File: src/rtl/cu_pkg.sv
// cu_pkg: shared definitions for the pipelined control/hazard unit.
//   - op/funct field codes, ALU control and forward-select encodings
//   - ctrl_t: control bundle carried down the pipeline, CTRL_BUBBLE constant
//   - fwd_sel(): E-stage forwarding select for one source register
package cu_pkg;

   localparam int unsigned CU_REG_AW = 5;
   localparam int unsigned CU_ALU_CW = 3;
   localparam int unsigned CU_OP_W   = 6;

   localparam logic [CU_OP_W-1:0] OP_RTYPE = 6'b000000;
   localparam logic [CU_OP_W-1:0] OP_LW    = 6'b100011;
   localparam logic [CU_OP_W-1:0] OP_SW    = 6'b101011;
   localparam logic [CU_OP_W-1:0] OP_BEQ   = 6'b000100;
   localparam logic [CU_OP_W-1:0] OP_ADDI  = 6'b001000;
   localparam logic [CU_OP_W-1:0] OP_J     = 6'b000010;

   localparam logic [CU_OP_W-1:0] FN_ADD = 6'b100000;
   localparam logic [CU_OP_W-1:0] FN_SUB = 6'b100010;
   localparam logic [CU_OP_W-1:0] FN_AND = 6'b100100;
   localparam logic [CU_OP_W-1:0] FN_OR  = 6'b100101;
   localparam logic [CU_OP_W-1:0] FN_SLT = 6'b101010;

   typedef enum logic [CU_ALU_CW-1:0] {
      ALU_AND = 3'b000,
      ALU_OR  = 3'b001,
      ALU_ADD = 3'b010,
      ALU_SUB = 3'b110,
      ALU_SLT = 3'b111
   } alu_ctl_e;

   typedef enum logic [1:0] {
      FWD_RF = 2'b00,
      FWD_W  = 2'b01,
      FWD_M  = 2'b10
   } fwd_sel_e;

   typedef struct packed {
      logic     reg_write;
      logic     reg_dst;
      logic     alu_src;
      logic     branch;
      logic     mem_write;
      logic     mem_to_reg;
      alu_ctl_e alu_control;
   } ctrl_t;

   localparam ctrl_t CTRL_BUBBLE = '{
      reg_write:   1'b0,
      reg_dst:     1'b0,
      alu_src:     1'b0,
      branch:      1'b0,
      mem_write:   1'b0,
      mem_to_reg:  1'b0,
      alu_control: ALU_ADD
   };

   // M has priority over W; $0 is never forwarded.
   function automatic fwd_sel_e fwd_sel(
      input logic [CU_REG_AW-1:0] src,
      input logic                 rw_m,
      input logic [CU_REG_AW-1:0] wr_m,
      input logic                 rw_w,
      input logic [CU_REG_AW-1:0] wr_w
   );
      if (rw_m && (wr_m != '0) && (wr_m == src)) return FWD_M;
      if (rw_w && (wr_w != '0) && (wr_w == src)) return FWD_W;
      return FWD_RF;
   endfunction

endpackage

File: src/rtl/cu_if.sv
// cu_if: D-stage instruction fields in, pipeline control out.
//   master : instruction/flag source (drives op_d..zero_e, observes controls)
//   slave  : the control unit (cu_pipe)
// With CU_JUMP_EN defined the extra jump_d output is present.
interface cu_if
   import cu_pkg::*;
#(
   parameter int unsigned REG_AW = CU_REG_AW,
   parameter int unsigned ALU_CW = CU_ALU_CW,
   parameter int unsigned OP_W   = CU_OP_W
) ();

   logic [OP_W-1:0]   op_d;
   logic [OP_W-1:0]   funct_d;
   logic [REG_AW-1:0] rs_d;
   logic [REG_AW-1:0] rt_d;
   logic [REG_AW-1:0] rd_d;
   logic              zero_e;

   logic              illegal_d;
   logic              stall_f;
   logic              stall_d;
   logic              flush_d;
   logic              pc_src_e;
   logic              reg_dst_e;
   logic              alu_src_e;
   logic [ALU_CW-1:0] alu_control_e;
   logic [1:0]        forward_a_e;
   logic [1:0]        forward_b_e;
   logic              mem_write_m;
   logic              reg_write_w;
   logic              mem_to_reg_w;
   logic [REG_AW-1:0] write_reg_m;
   logic [REG_AW-1:0] write_reg_w;
`ifdef CU_JUMP_EN
   logic              jump_d;
`endif

   modport master (
      output op_d, funct_d, rs_d, rt_d, rd_d, zero_e,
      input  illegal_d, stall_f, stall_d, flush_d, pc_src_e,
      input  reg_dst_e, alu_src_e, alu_control_e, forward_a_e, forward_b_e,
      input  mem_write_m, reg_write_w, mem_to_reg_w, write_reg_m, write_reg_w
`ifdef CU_JUMP_EN
      , input jump_d
`endif
   );

   modport slave (
      input  op_d, funct_d, rs_d, rt_d, rd_d, zero_e,
      output illegal_d, stall_f, stall_d, flush_d, pc_src_e,
      output reg_dst_e, alu_src_e, alu_control_e, forward_a_e, forward_b_e,
      output mem_write_m, reg_write_w, mem_to_reg_w, write_reg_m, write_reg_w
`ifdef CU_JUMP_EN
      , output jump_d
`endif
   );

endinterface

File: src/rtl/cu_decode.sv
// cu_decode: combinational D-stage decoder, op/funct -> ctrl_t.
//   op_i, funct_i : instruction fields
//   ctrl_o        : control bundle (CTRL_BUBBLE for anything not decodable)
//   illegal_o     : op/funct not decodable
//   jump_o        : j decoded (only with CU_JUMP_EN defined)
module cu_decode
   import cu_pkg::*;
(
   input  logic [CU_OP_W-1:0] op_i,
   input  logic [CU_OP_W-1:0] funct_i,
   output ctrl_t              ctrl_o,
`ifdef CU_JUMP_EN
   output logic               jump_o,
`endif
   output logic               illegal_o
);

   always_comb begin
      ctrl_o    = CTRL_BUBBLE;
      illegal_o = 1'b0;
`ifdef CU_JUMP_EN
      jump_o    = 1'b0;
`endif
      case (op_i)
         OP_RTYPE: begin
            ctrl_o.reg_write = 1'b1;
            ctrl_o.reg_dst   = 1'b1;
            case (funct_i)
               FN_ADD:  ctrl_o.alu_control = ALU_ADD;
               FN_SUB:  ctrl_o.alu_control = ALU_SUB;
               FN_AND:  ctrl_o.alu_control = ALU_AND;
               FN_OR:   ctrl_o.alu_control = ALU_OR;
               FN_SLT:  ctrl_o.alu_control = ALU_SLT;
               default: begin
                  ctrl_o    = CTRL_BUBBLE;
                  illegal_o = 1'b1;
               end
            endcase
         end
         OP_LW: begin
            ctrl_o.reg_write  = 1'b1;
            ctrl_o.alu_src    = 1'b1;
            ctrl_o.mem_to_reg = 1'b1;
         end
         OP_SW: begin
            ctrl_o.alu_src   = 1'b1;
            ctrl_o.mem_write = 1'b1;
         end
         OP_BEQ: begin
            ctrl_o.branch      = 1'b1;
            ctrl_o.alu_control = ALU_SUB;
         end
         OP_ADDI: begin
            ctrl_o.reg_write = 1'b1;
            ctrl_o.alu_src   = 1'b1;
         end
`ifdef CU_JUMP_EN
         OP_J: jump_o = 1'b1;
`endif
         default: illegal_o = 1'b1;
      endcase
   end

endmodule

File: src/rtl/cu_pipe.sv
// cu_pipe: pipelined control and hazard unit for the 5-stage MIPS core.
//   clk     : rising-edge clock
//   reset_n : synchronous active-low reset, clears every stage to a bubble
//   bus     : cu_if.slave -- D-stage op/funct/rs/rt/rd and zero_e in;
//             illegal_d, stall_f/d, flush_d, pc_src_e, E-stage muxes,
//             forwarding selects, M/W controls and write_reg_m/w out
// Optional feature: CU_JUMP_EN adds j decode, jump_d output, flush on jump.
module cu_pipe
   import cu_pkg::*;
(
   input  logic clk,
   input  logic reset_n,
   cu_if.slave  bus
);

   ctrl_t                dec_ctrl;
   logic                 dec_illegal;
`ifdef CU_JUMP_EN
   logic                 dec_jump;
`endif

   // D/E register
   ctrl_t                ctrl_e_q, ctrl_e_d;
   logic [CU_REG_AW-1:0] rs_e_q, rs_e_d;
   logic [CU_REG_AW-1:0] rt_e_q, rt_e_d;
   logic [CU_REG_AW-1:0] rd_e_q, rd_e_d;
   // E/M register
   logic                 reg_write_m_q, mem_write_m_q, mem_to_reg_m_q;
   logic [CU_REG_AW-1:0] write_reg_m_q;
   // M/W register
   logic                 reg_write_w_q, mem_to_reg_w_q;
   logic [CU_REG_AW-1:0] write_reg_w_q;

   logic                 lwstall, pc_src, flush_e;
   logic [CU_REG_AW-1:0] write_reg_e;

   cu_decode u_decode (
      .op_i      (bus.op_d),
      .funct_i   (bus.funct_d),
      .ctrl_o    (dec_ctrl),
`ifdef CU_JUMP_EN
      .jump_o    (dec_jump),
`endif
      .illegal_o (dec_illegal)
   );

   assign lwstall     = ctrl_e_q.mem_to_reg & ((rt_e_q == bus.rs_d) | (rt_e_q == bus.rt_d));
   assign pc_src      = ctrl_e_q.branch & bus.zero_e;
   assign flush_e     = lwstall | pc_src;
   assign write_reg_e = ctrl_e_q.reg_dst ? rd_e_q : rt_e_q;

   // A flushed slot also zeroes its register fields so a bubble in E
   // never matches a forwarding source.
   always_comb begin
      ctrl_e_d = dec_ctrl;
      rs_e_d   = bus.rs_d;
      rt_e_d   = bus.rt_d;
      rd_e_d   = bus.rd_d;
      if (flush_e) begin
         ctrl_e_d = CTRL_BUBBLE;
         rs_e_d   = '0;
         rt_e_d   = '0;
         rd_e_d   = '0;
      end
   end

   always_ff @(posedge clk) begin
      if (!reset_n) begin
         ctrl_e_q       <= CTRL_BUBBLE;
         rs_e_q         <= '0;
         rt_e_q         <= '0;
         rd_e_q         <= '0;
         reg_write_m_q  <= 1'b0;
         mem_write_m_q  <= 1'b0;
         mem_to_reg_m_q <= 1'b0;
         write_reg_m_q  <= '0;
         reg_write_w_q  <= 1'b0;
         mem_to_reg_w_q <= 1'b0;
         write_reg_w_q  <= '0;
      end else begin
         ctrl_e_q       <= ctrl_e_d;
         rs_e_q         <= rs_e_d;
         rt_e_q         <= rt_e_d;
         rd_e_q         <= rd_e_d;
         reg_write_m_q  <= ctrl_e_q.reg_write;
         mem_write_m_q  <= ctrl_e_q.mem_write;
         mem_to_reg_m_q <= ctrl_e_q.mem_to_reg;
         write_reg_m_q  <= write_reg_e;
         reg_write_w_q  <= reg_write_m_q;
         mem_to_reg_w_q <= mem_to_reg_m_q;
         write_reg_w_q  <= write_reg_m_q;
      end
   end

   assign bus.illegal_d     = dec_illegal;
   assign bus.stall_f       = lwstall;
   assign bus.stall_d       = lwstall;
`ifdef CU_JUMP_EN
   assign bus.jump_d        = dec_jump;
   assign bus.flush_d       = pc_src | dec_jump;
`else
   assign bus.flush_d       = pc_src;
`endif
   assign bus.pc_src_e      = pc_src;
   assign bus.reg_dst_e     = ctrl_e_q.reg_dst;
   assign bus.alu_src_e     = ctrl_e_q.alu_src;
   assign bus.alu_control_e = ctrl_e_q.alu_control;
   assign bus.forward_a_e   = fwd_sel(rs_e_q, reg_write_m_q, write_reg_m_q,
                                      reg_write_w_q, write_reg_w_q);
   assign bus.forward_b_e   = fwd_sel(rt_e_q, reg_write_m_q, write_reg_m_q,
                                      reg_write_w_q, write_reg_w_q);
   assign bus.mem_write_m   = mem_write_m_q;
   assign bus.reg_write_w   = reg_write_w_q;
   assign bus.mem_to_reg_w  = mem_to_reg_w_q;
   assign bus.write_reg_m   = write_reg_m_q;
   assign bus.write_reg_w   = write_reg_w_q;

endmodule
File: src/flat_wrapper.sv
// flat-port wrapper written by rule: the top's interface ports become plain ports
module cu_pipe_flat import cu_pkg::*;
  (clk, reset_n, bus_op_d, bus_funct_d, bus_rs_d, bus_rt_d, bus_rd_d, bus_zero_e, bus_illegal_d, bus_stall_f, bus_stall_d, bus_flush_d, bus_pc_src_e, bus_reg_dst_e, bus_alu_src_e, bus_alu_control_e, bus_forward_a_e, bus_forward_b_e, bus_mem_write_m, bus_reg_write_w, bus_mem_to_reg_w, bus_write_reg_m, bus_write_reg_w);
  cu_if bus_i ();
  input  logic clk;
  input  logic reset_n;
  input wire logic [$bits(bus_i.op_d)-1:0] bus_op_d;
  input wire logic [$bits(bus_i.funct_d)-1:0] bus_funct_d;
  input wire logic [$bits(bus_i.rs_d)-1:0] bus_rs_d;
  input wire logic [$bits(bus_i.rt_d)-1:0] bus_rt_d;
  input wire logic [$bits(bus_i.rd_d)-1:0] bus_rd_d;
  input wire logic [$bits(bus_i.zero_e)-1:0] bus_zero_e;
  output wire logic [$bits(bus_i.illegal_d)-1:0] bus_illegal_d;
  output wire logic [$bits(bus_i.stall_f)-1:0] bus_stall_f;
  output wire logic [$bits(bus_i.stall_d)-1:0] bus_stall_d;
  output wire logic [$bits(bus_i.flush_d)-1:0] bus_flush_d;
  output wire logic [$bits(bus_i.pc_src_e)-1:0] bus_pc_src_e;
  output wire logic [$bits(bus_i.reg_dst_e)-1:0] bus_reg_dst_e;
  output wire logic [$bits(bus_i.alu_src_e)-1:0] bus_alu_src_e;
  output wire logic [$bits(bus_i.alu_control_e)-1:0] bus_alu_control_e;
  output wire logic [$bits(bus_i.forward_a_e)-1:0] bus_forward_a_e;
  output wire logic [$bits(bus_i.forward_b_e)-1:0] bus_forward_b_e;
  output wire logic [$bits(bus_i.mem_write_m)-1:0] bus_mem_write_m;
  output wire logic [$bits(bus_i.reg_write_w)-1:0] bus_reg_write_w;
  output wire logic [$bits(bus_i.mem_to_reg_w)-1:0] bus_mem_to_reg_w;
  output wire logic [$bits(bus_i.write_reg_m)-1:0] bus_write_reg_m;
  output wire logic [$bits(bus_i.write_reg_w)-1:0] bus_write_reg_w;
  assign bus_i.op_d = bus_op_d;
  assign bus_i.funct_d = bus_funct_d;
  assign bus_i.rs_d = bus_rs_d;
  assign bus_i.rt_d = bus_rt_d;
  assign bus_i.rd_d = bus_rd_d;
  assign bus_i.zero_e = bus_zero_e;
  assign bus_illegal_d = bus_i.illegal_d;
  assign bus_stall_f = bus_i.stall_f;
  assign bus_stall_d = bus_i.stall_d;
  assign bus_flush_d = bus_i.flush_d;
  assign bus_pc_src_e = bus_i.pc_src_e;
  assign bus_reg_dst_e = bus_i.reg_dst_e;
  assign bus_alu_src_e = bus_i.alu_src_e;
  assign bus_alu_control_e = bus_i.alu_control_e;
  assign bus_forward_a_e = bus_i.forward_a_e;
  assign bus_forward_b_e = bus_i.forward_b_e;
  assign bus_mem_write_m = bus_i.mem_write_m;
  assign bus_reg_write_w = bus_i.reg_write_w;
  assign bus_mem_to_reg_w = bus_i.mem_to_reg_w;
  assign bus_write_reg_m = bus_i.write_reg_m;
  assign bus_write_reg_w = bus_i.write_reg_w;
  cu_pipe u_core (.clk(clk), .reset_n(reset_n), .bus(bus_i));
endmodule
File: config.mk
export PLATFORM = sky130hd
export DESIGN_NAME = cu_pipe_flat
export DESIGN_NICKNAME = d
export VERILOG_FILES = /design/src/rtl/cu_pkg.sv /design/src/rtl/cu_if.sv /design/src/rtl/cu_decode.sv /design/src/rtl/cu_pipe.sv /design/src/flat_wrapper.sv
export SDC_FILE = /design/constraint.sdc
export NUM_CORES = 1
export LEC_CHECK = 0
export BUFFER_PORTS_ARGS = -buffer_cell sky130_fd_sc_hd__buf_2
export CORE_MARGIN = 2
export CORE_UTILIZATION = 33
export CTS_CLUSTER_SIZE = 24
export DETAILED_ROUTE_END_ITERATION = 8
export SLEW_MARGIN = 20
export SYNTH_ARGS = -nofsm -noshare
export SYNTH_HDL_FRONTEND = slang
export SYNTH_SLANG_ARGS = --single-unit
File: constraint.sdc
create_clock -name clk -period 1.9 [get_ports clk]
set_input_delay 0.38 -clock clk [delete_from_list [all_inputs] [get_ports clk]]
set_output_delay 0.38 -clock clk [all_outputs]
set_load 0.005 [all_outputs]
# --- Word level (Yosys, flattened, before mapping) ---
# Index checks and enable logic that the tools add are counted.
totals:
  regBits: 39
  in_bits: 30
  output_inout_bits: 27
op_classes:
  eq_ne: 15
  mux: 25
  bitwise: 6
  reduce_logical: 15
op_table:
  columns: ["op", "n"]
  rows:
  - ["equality test 6 bit (second input constant)", 7]
  - ["equality test 5 bit", 6]
  - ["2-to-1 mux 2 bit", 8]
  - ["one-hot mux 1 bit (2 select lines)", 6]
  - ["one-hot mux 3 bit (4 select lines)", 1]
  - ["nonzero test 5 bit", 2]
  - ["2-to-1 mux 1 bit", 7]
  - ["equality test 6 x 3 -> 1 bit (second input constant)", 1]
  - ["equality test 6 x 4 -> 1 bit (second input constant)", 1]
  - ["logical AND 1 bit", 6]
  - ["zero test 6 bit", 1]
  - ["2-to-1 mux 6 bit", 1]
  - ["one-hot mux 3 bit (2 select lines)", 1]
  - ["OR reduction 3 bit", 2]
  - ["2-to-1 mux 5 bit", 1]
  - ["OR reduction 5 bit", 1]
  - ["OR reduction 2 bit", 2]
  - ["OR reduction 4 bit", 1]
  - ["AND 1 bit", 2]
  - ["inverter 1 bit", 2]
  - ["bitwise OR 1 bit", 2]

# --- Longest topological paths before layout ---
depth:
  word_depth: 7
  ltp_mapped: 6
  ltp_nobuf: 4

# --- Modules after synthesis ---
# Synthesis repeated with hierarchy kept, for this count alone.
hier_totals:
  cells_unflattened: 178
  area_unflattened_um2: 1774.2
by_module_without_submodules:
  columns: ["mod", "instances", "cells_each", "area_each_um2"]
  rows:
  - ["cu_pipe", 1, 147, 1570.3]
  - ["cu_decode", 1, 31, 203.9]

# --- Worst setup path after synthesis ---
# No wires, ideal clock.
synth_path:
  path_type: "register to output"
  startpoint: "reg u_core.write_reg_m_q[3], in the netlist u_core.bus.write_reg_m[3]"
  endpoint: "out bus_forward_a_e[0]"
  arrival_ns: 1.402
  t_required_ns: 1.520
  slack_ns: 0.118
  stages_incl_launch_ff: 5
  path_buffers: 0
  path_cell_list: "dfxtp_1 -> or4_4 -> o21ai_4 -> nor4_2 -> nor4_2"
synth_between:
  elab_chain_len: 5
  elab_cells_between_ends: 6
synth_rtl:
  columns: ["element", "line", "source"]
  rows:
  - ["from (decl)", "cu_pipe.sv:29", "logic [CU_REG_AW-1:0] write_reg_m_q;"]
  - ["from (signal assigned)", "cu_pipe.sv:88", "write_reg_m_q <= write_reg_e;"]
  - ["nonzero test 5 bit", "cu_pkg.sv:66", "if (rw_m && (wr_m != '0) && (wr_m == src)) return FWD_M;"]
  - ["logical AND 1 bit", "cu_pkg.sv:66", null]
  - ["logical AND 1 bit (*)", "cu_pkg.sv:66", null]
  - ["2-to-1 mux 1 bit (*)", "cu_pkg.sv:66", null]
  - ["2-to-1 mux 2 bit (*)", "cu_pkg.sv:67", "if (rw_w && (wr_w != '0) && (wr_w == src)) return FWD_W;"]
  - ["to (decl)", "flat_wrapper.sv:21", "output wire logic [$bits(bus_i.forward_a_e)-1:0] bus_forward_a_e;"]
# Every way passes the cells marked *; elsewhere a longest branch is shown, timed or not.

# --- Worst setup path in the final report ---
layout_path:
  startpoint: "reg u_core.write_reg_m_q[3], in the netlist u_core.bus.write_reg_m[3]"
  endpoint: "out bus_forward_b_e[0]"
layout_between:
  elab_chain_len: 5
  elab_cells_between_ends: 6
layout_rtl:
  columns: ["element", "line", "source"]
  rows:
  - ["nonzero test 5 bit", "cu_pkg.sv:66", null]
  - ["logical AND 1 bit", "cu_pkg.sv:66", null]
  - ["logical AND 1 bit (*)", "cu_pkg.sv:66", null]
  - ["2-to-1 mux 1 bit (*)", "cu_pkg.sv:66", null]
  - ["2-to-1 mux 2 bit (*)", "cu_pkg.sv:67", null]
  - ["to (decl)", "flat_wrapper.sv:22", "output wire logic [$bits(bus_i.forward_b_e)-1:0] bus_forward_b_e;"]
# Marked as above.

==> results <==
- Dividing the final minimum period by the clock period gives 1.14.
- For this run, the number of Yosys warnings is 0.
- The buffers plus inverters on the worst setup path is 1.
- The worst register-to-register path has a depth of 5.
- Global routing finished with a remaining overflow of 0.
- The relative slew slack is 0.748.
- The share of the Yosys chip area taken by registers is 0.441.
- The total power draw is 1.77 mW.
- For the final routed database, the setup TNS stands at -0.659 ns.
- Row generation in the floorplan step produced 26 rows.
- In this design, the largest share of critical-path delay is due to simple AND/OR/NAND/NOR gates.
- The final layout contains roughly 270 nets.
- The critical setup path kind is register to output port.
- In this run the remaining antenna-violating nets after routing total 0.
- Using the TritonRoute via totals, the vias-per-cell ratio works out to about 4.4.
- After synthesis, the cell types taking the most area are dfxtp_1 44%, xnor2_1 7.9%, xor2_1 7.4%.
- Dividing the synthesized area by the synthesized cell count gives between 10 and 15 um2.
- The area growth from synthesis to layout is 32.2%.
- The initial antenna violation count was 0.
- STA classifies the critical path startpoint as a register.
- Final hold analysis gives a worst-case slack of ~0.31 ns.
- In this run the count of I/O pins placed on the die edge is 57.
- The die is about 77 um tall.
- The root buffer cell is clkbuf_8.
- Clock latency on the worst-skew pair, taken at its later pin, is between 0.2 and 0.3 ns.
- In this run the worst path has a maximum fanout of 2.
- The synthesized area is between 0.0015 and 0.002 mm2.
- The share of synthesized area in the top cell type comes to 0.441.
- Synthesis produced a netlist whose cell count is between 150 and 200.
- Setup repair after global routing could not meet its margin everywhere.
- The area of the core region is roughly 0.005 mm2.
- The number of maximum-capacitance violations is 0.
- The fill cell instance count of the final layout is approximately 550.
- When the netlist entered floorplanning its net count stood at around 200.
- The switching power is approximately 0.39 mW.
- The number of storage elements in the synthesis netlist is 39.
- For this design the ratio of total power to cell area is approximately 760 mW/mm2.
- The number of global-route vias before repair is roughly 1300.
- Timing would allow up to about 0.46 GHz.
- The diode insertion count for antenna repair is 0.
- Port buffering added 56 buffers.
- The flow ran to the end, but the final reports show violations.
- The total routing resource utilization after global routing is 0.130.
- In this design, the stage delay of the slowest critical-path cell is between 0.5 and 0.6 ns.
- At the end of routability-driven placement, the weighted congestion stood at 0.773.
- The transition at the pin with the smallest max-transition slack is 0.368 ns.
- The hold-critical path endpoint is u_core.rd_e_q[0].
- Entering global routing, the biggest net connects 20 pins.
- In the final layout, the share of cells above drive strength 1 is 0.458.
- The total number of H-tree levels is 2.
- The critical path goes through or4_4 -> o21ai_4 -> nor4_4 -> nor4_2 -> buf_2.
- The beginning of the worst register-to-register path is u_core.rt_e_q[1].
- The average detailed-routed wire length per instance is 12.2 um.
- The slowest library cell on the worst path is or4_4.
- In the post-route analysis, the smallest setup slack over all paths is -0.264 ns.
- The worst-case clock skew is between 0.007 and 0.008 ns.
- The data required time of the worst path is between 1.5 and 2 ns.
- The dominant cell type by area after synthesis is dfxtp_1.
- The number of buffers added by the clock tree synthesis step is 5.
- The sum of net half-perimeters after detailed placement is between 2000 and 3000 um.
- The first global-routing pass estimated around 6000 um of wire.
- The worst vdd rail ir drop is 356 uV.
- The endpoint kind of the worst setup timing path is an output port.
- The buffer depth of the longest clock path is 2.
- At the worst endpoint, the arrival time is ~1.8 ns.
- The minimum period implied by the final worst setup slack is about 2.2 ns.
- Of the total power, combinational logic draws 0.117.
- The post-synthesis cell type count is 36.
- Of the total power, the clock network draws 0.393.
- After detailed routing, the number of remaining DRC violations is 0.
- The worst hold path begins at bus_rd_d[0].
- The count of final setup violators is 4.
- The final hold violation count is 0.
- The register-to-register setup slack is ~0.28 ns.
- Of the total power, the share spent switching nets is 0.221.
- Summed over all cells, the static leakage comes to between 1 and 1.5 nW.
- The total vias in the final route is about 1300.
- The clock-pin slew on the worst setup and hold paths is roughly 0.080 ns.
- The width of the die is a little under 80 um.
- For this design, the sink count on the clock tree is 39.
- The routed design has around 3700 um of wire.
- The relative contribution of sequential cells to total power is 0.489.
- The internal portion of the total power is 1.38 mW.
- The hold buffer count at cts is 0.
- In this run the critical register-to-register path is captured at u_core.ctrl_e_q[4].
- OpenSTA, run right after detailed placement, puts the worst setup slack at 0.0561 ns.
- The starting DRC count in detailed routing is 15.
- The checks that failed: negative setup slack.
- The initial core utilization is 0.344.
- The class of the tightest hold or removal check is input pin to register.
- The number of max-slew violations in the final report came to 0.
- The first detailed-routing pass ran for 4 iterations.
- Along the worst hold path, the cell count comes to 2.
- TritonCTS built the clock tree.
- The die covers between 0.005 and 0.006 mm2.
-- metal layers --
| metal | wire, um | global-route usage |
|---|---|---|
| met2 | 1870 | 0.223 |
| met1 | 1650 | 0.152 |
| met3 | 177 | 0.0388 |
| met5 | 0 | 0 |
| met4 | 34 | 0.0482 |
-- synthesized netlist by cell type --
master / count
a2111oi_0: 1
a21oi_1: 3
a22o_1: 1
a31oi_1: 1
and2_1: 19
and2_2: 1
and2_4: 7
and3_1: 2
and4b_1: 1
buf_2: 1
buf_4: 9
buf_6: 1
clkbuf_1: 3
dfxtp_1: 39
mux2i_1: 6
nand2_1: 4
nand2b_1: 1
nand3_1: 5
nand4_1: 2
nor2_1: 3
nor2b_1: 7
nor3_1: 2
nor3b_1: 2
nor4_1: 2
nor4_2: 4
nor4b_1: 1
o21a_1: 1
o21ai_1: 1
o21ai_4: 1
o221a_4: 1
o221ai_2: 1
o22ai_1: 1
or4_1: 3
or4_4: 1
xnor2_1: 16
xor2_1: 15
-- metrics by stage --
| stage | cells | instance area, um2 | utilization |
|---|---|---|---|
| after floorplan | 169 | 1770 | - |
| after global placement | 294 | 2140 | 0.417 |
| after detailed placement | 294 | 2140 | 0.417 |
| after CTS | 303 | 2310 | 0.449 |
| after global routing | 306 | 2340 | 0.455 |
| final | 306 | 2340 | 0.455 |
-- layout by cell type (no fill, tap or decap), types with 3 or more instances in the layout --
master	instances
a21oi_1	3
and2_1	19
and2_4	7
buf_2	56
buf_4	17
clkbuf_8	6
dfxtp_1	32
dfxtp_2	6
mux2i_1	6
nand2_1	4
nand3_1	5
nor2_1	3
nor2b_1	7
nor4_2	3
xnor2_1	15
xor2_1	15
-- timing repair --
item / CTS / global route
buffers inserted: 1 / 3
gates resized for setup: 11 / 3
endpoints found under the hold margin: 0 / 0
endpoints found under the setup margin: 6 / 7
pin swaps: 8 / 4
-- registers in the layout (all words and copies together) (netlist names) --
| signal | count |
|---|---|
| u_core.bus.write_reg_w | 5 |
| u_core.bus.write_reg_m | 5 |
| u_core.ctrl_e_q | 4 |
| u_core.rs_e_q | 5 |
| u_core.mem_to_reg_m_q | 1 |
| u_core.bus.mem_to_reg_w | 1 |
| u_core.bus.alu_control_e | 3 |
| u_core.bus.reg_dst_e | 1 |
| u_core.bus.mem_write_m | 1 |
| u_core.rd_e_q | 5 |
| u_core.bus.alu_src_e | 1 |
| u_core.rt_e_q | 5 |
| u_core.reg_write_m_q | 1 |
| u_core.bus.reg_write_w | 1 |
-- how the worst max path moves through the flow --
stage,from,end,slack (ns),depth (start not counted)
6_report,u_core.bus.write_reg_m[3],bus_forward_b_e[0],-0.26,5
5_1_grt,u_core.bus.write_reg_m[3],bus_forward_a_e[0],-0.34,6
4_1_cts,u_core.bus.write_reg_w[4],bus_forward_b_e[0],-0.27,5
3_5_place_dp,u_core.bus.write_reg_m[3],bus_forward_a_e[0],0.06,5
3_3_place_gp,u_core.bus.write_reg_m[3],bus_forward_b_e[0],0.08,5
2_1_floorplan,u_core.bus.write_reg_m[3],bus_forward_a_e[0],0.12,4
-- layout make-up --
| class | count | area, um2 | area share |
|---|---|---|---|
| Multi-Input combinational cell | 116 | 936 | 0.400 |
| Timing Repair Buffer | 73 | 408 | 0.174 |
| Clock inverter | 2 | 35.0 | 0.0150 |
| Tap cell | 70 | 87.6 | 0.0374 |
| Clock buffer | 6 | 82.6 | 0.0353 |
| Sequential cell | 39 | 792 | 0.338 |
-- power by group through the flow --
stage | sequential, mW | clock (mW) | combinational, mW
6_report | 0.868 | 0.698 | 0.208
3_5_place_dp | 0.887 | 0 | 0.195
3_3_place_gp | 0.887 | 0 | 0.194
5_1_grt | 0.872 | 0.754 | 0.229
2_1_floorplan | 0.878 | 0 | 0.125
4_1_cts | 0.869 | 0.727 | 0.206
-- cells by family after synthesis --
family	share of synthesized area
xor+xnor	0.153
buf+inv	0.0537
compound gates	0.0615
mux	0.0339
flops	0.441
simple gates	0.257
(Power assumes the default switching activity.)
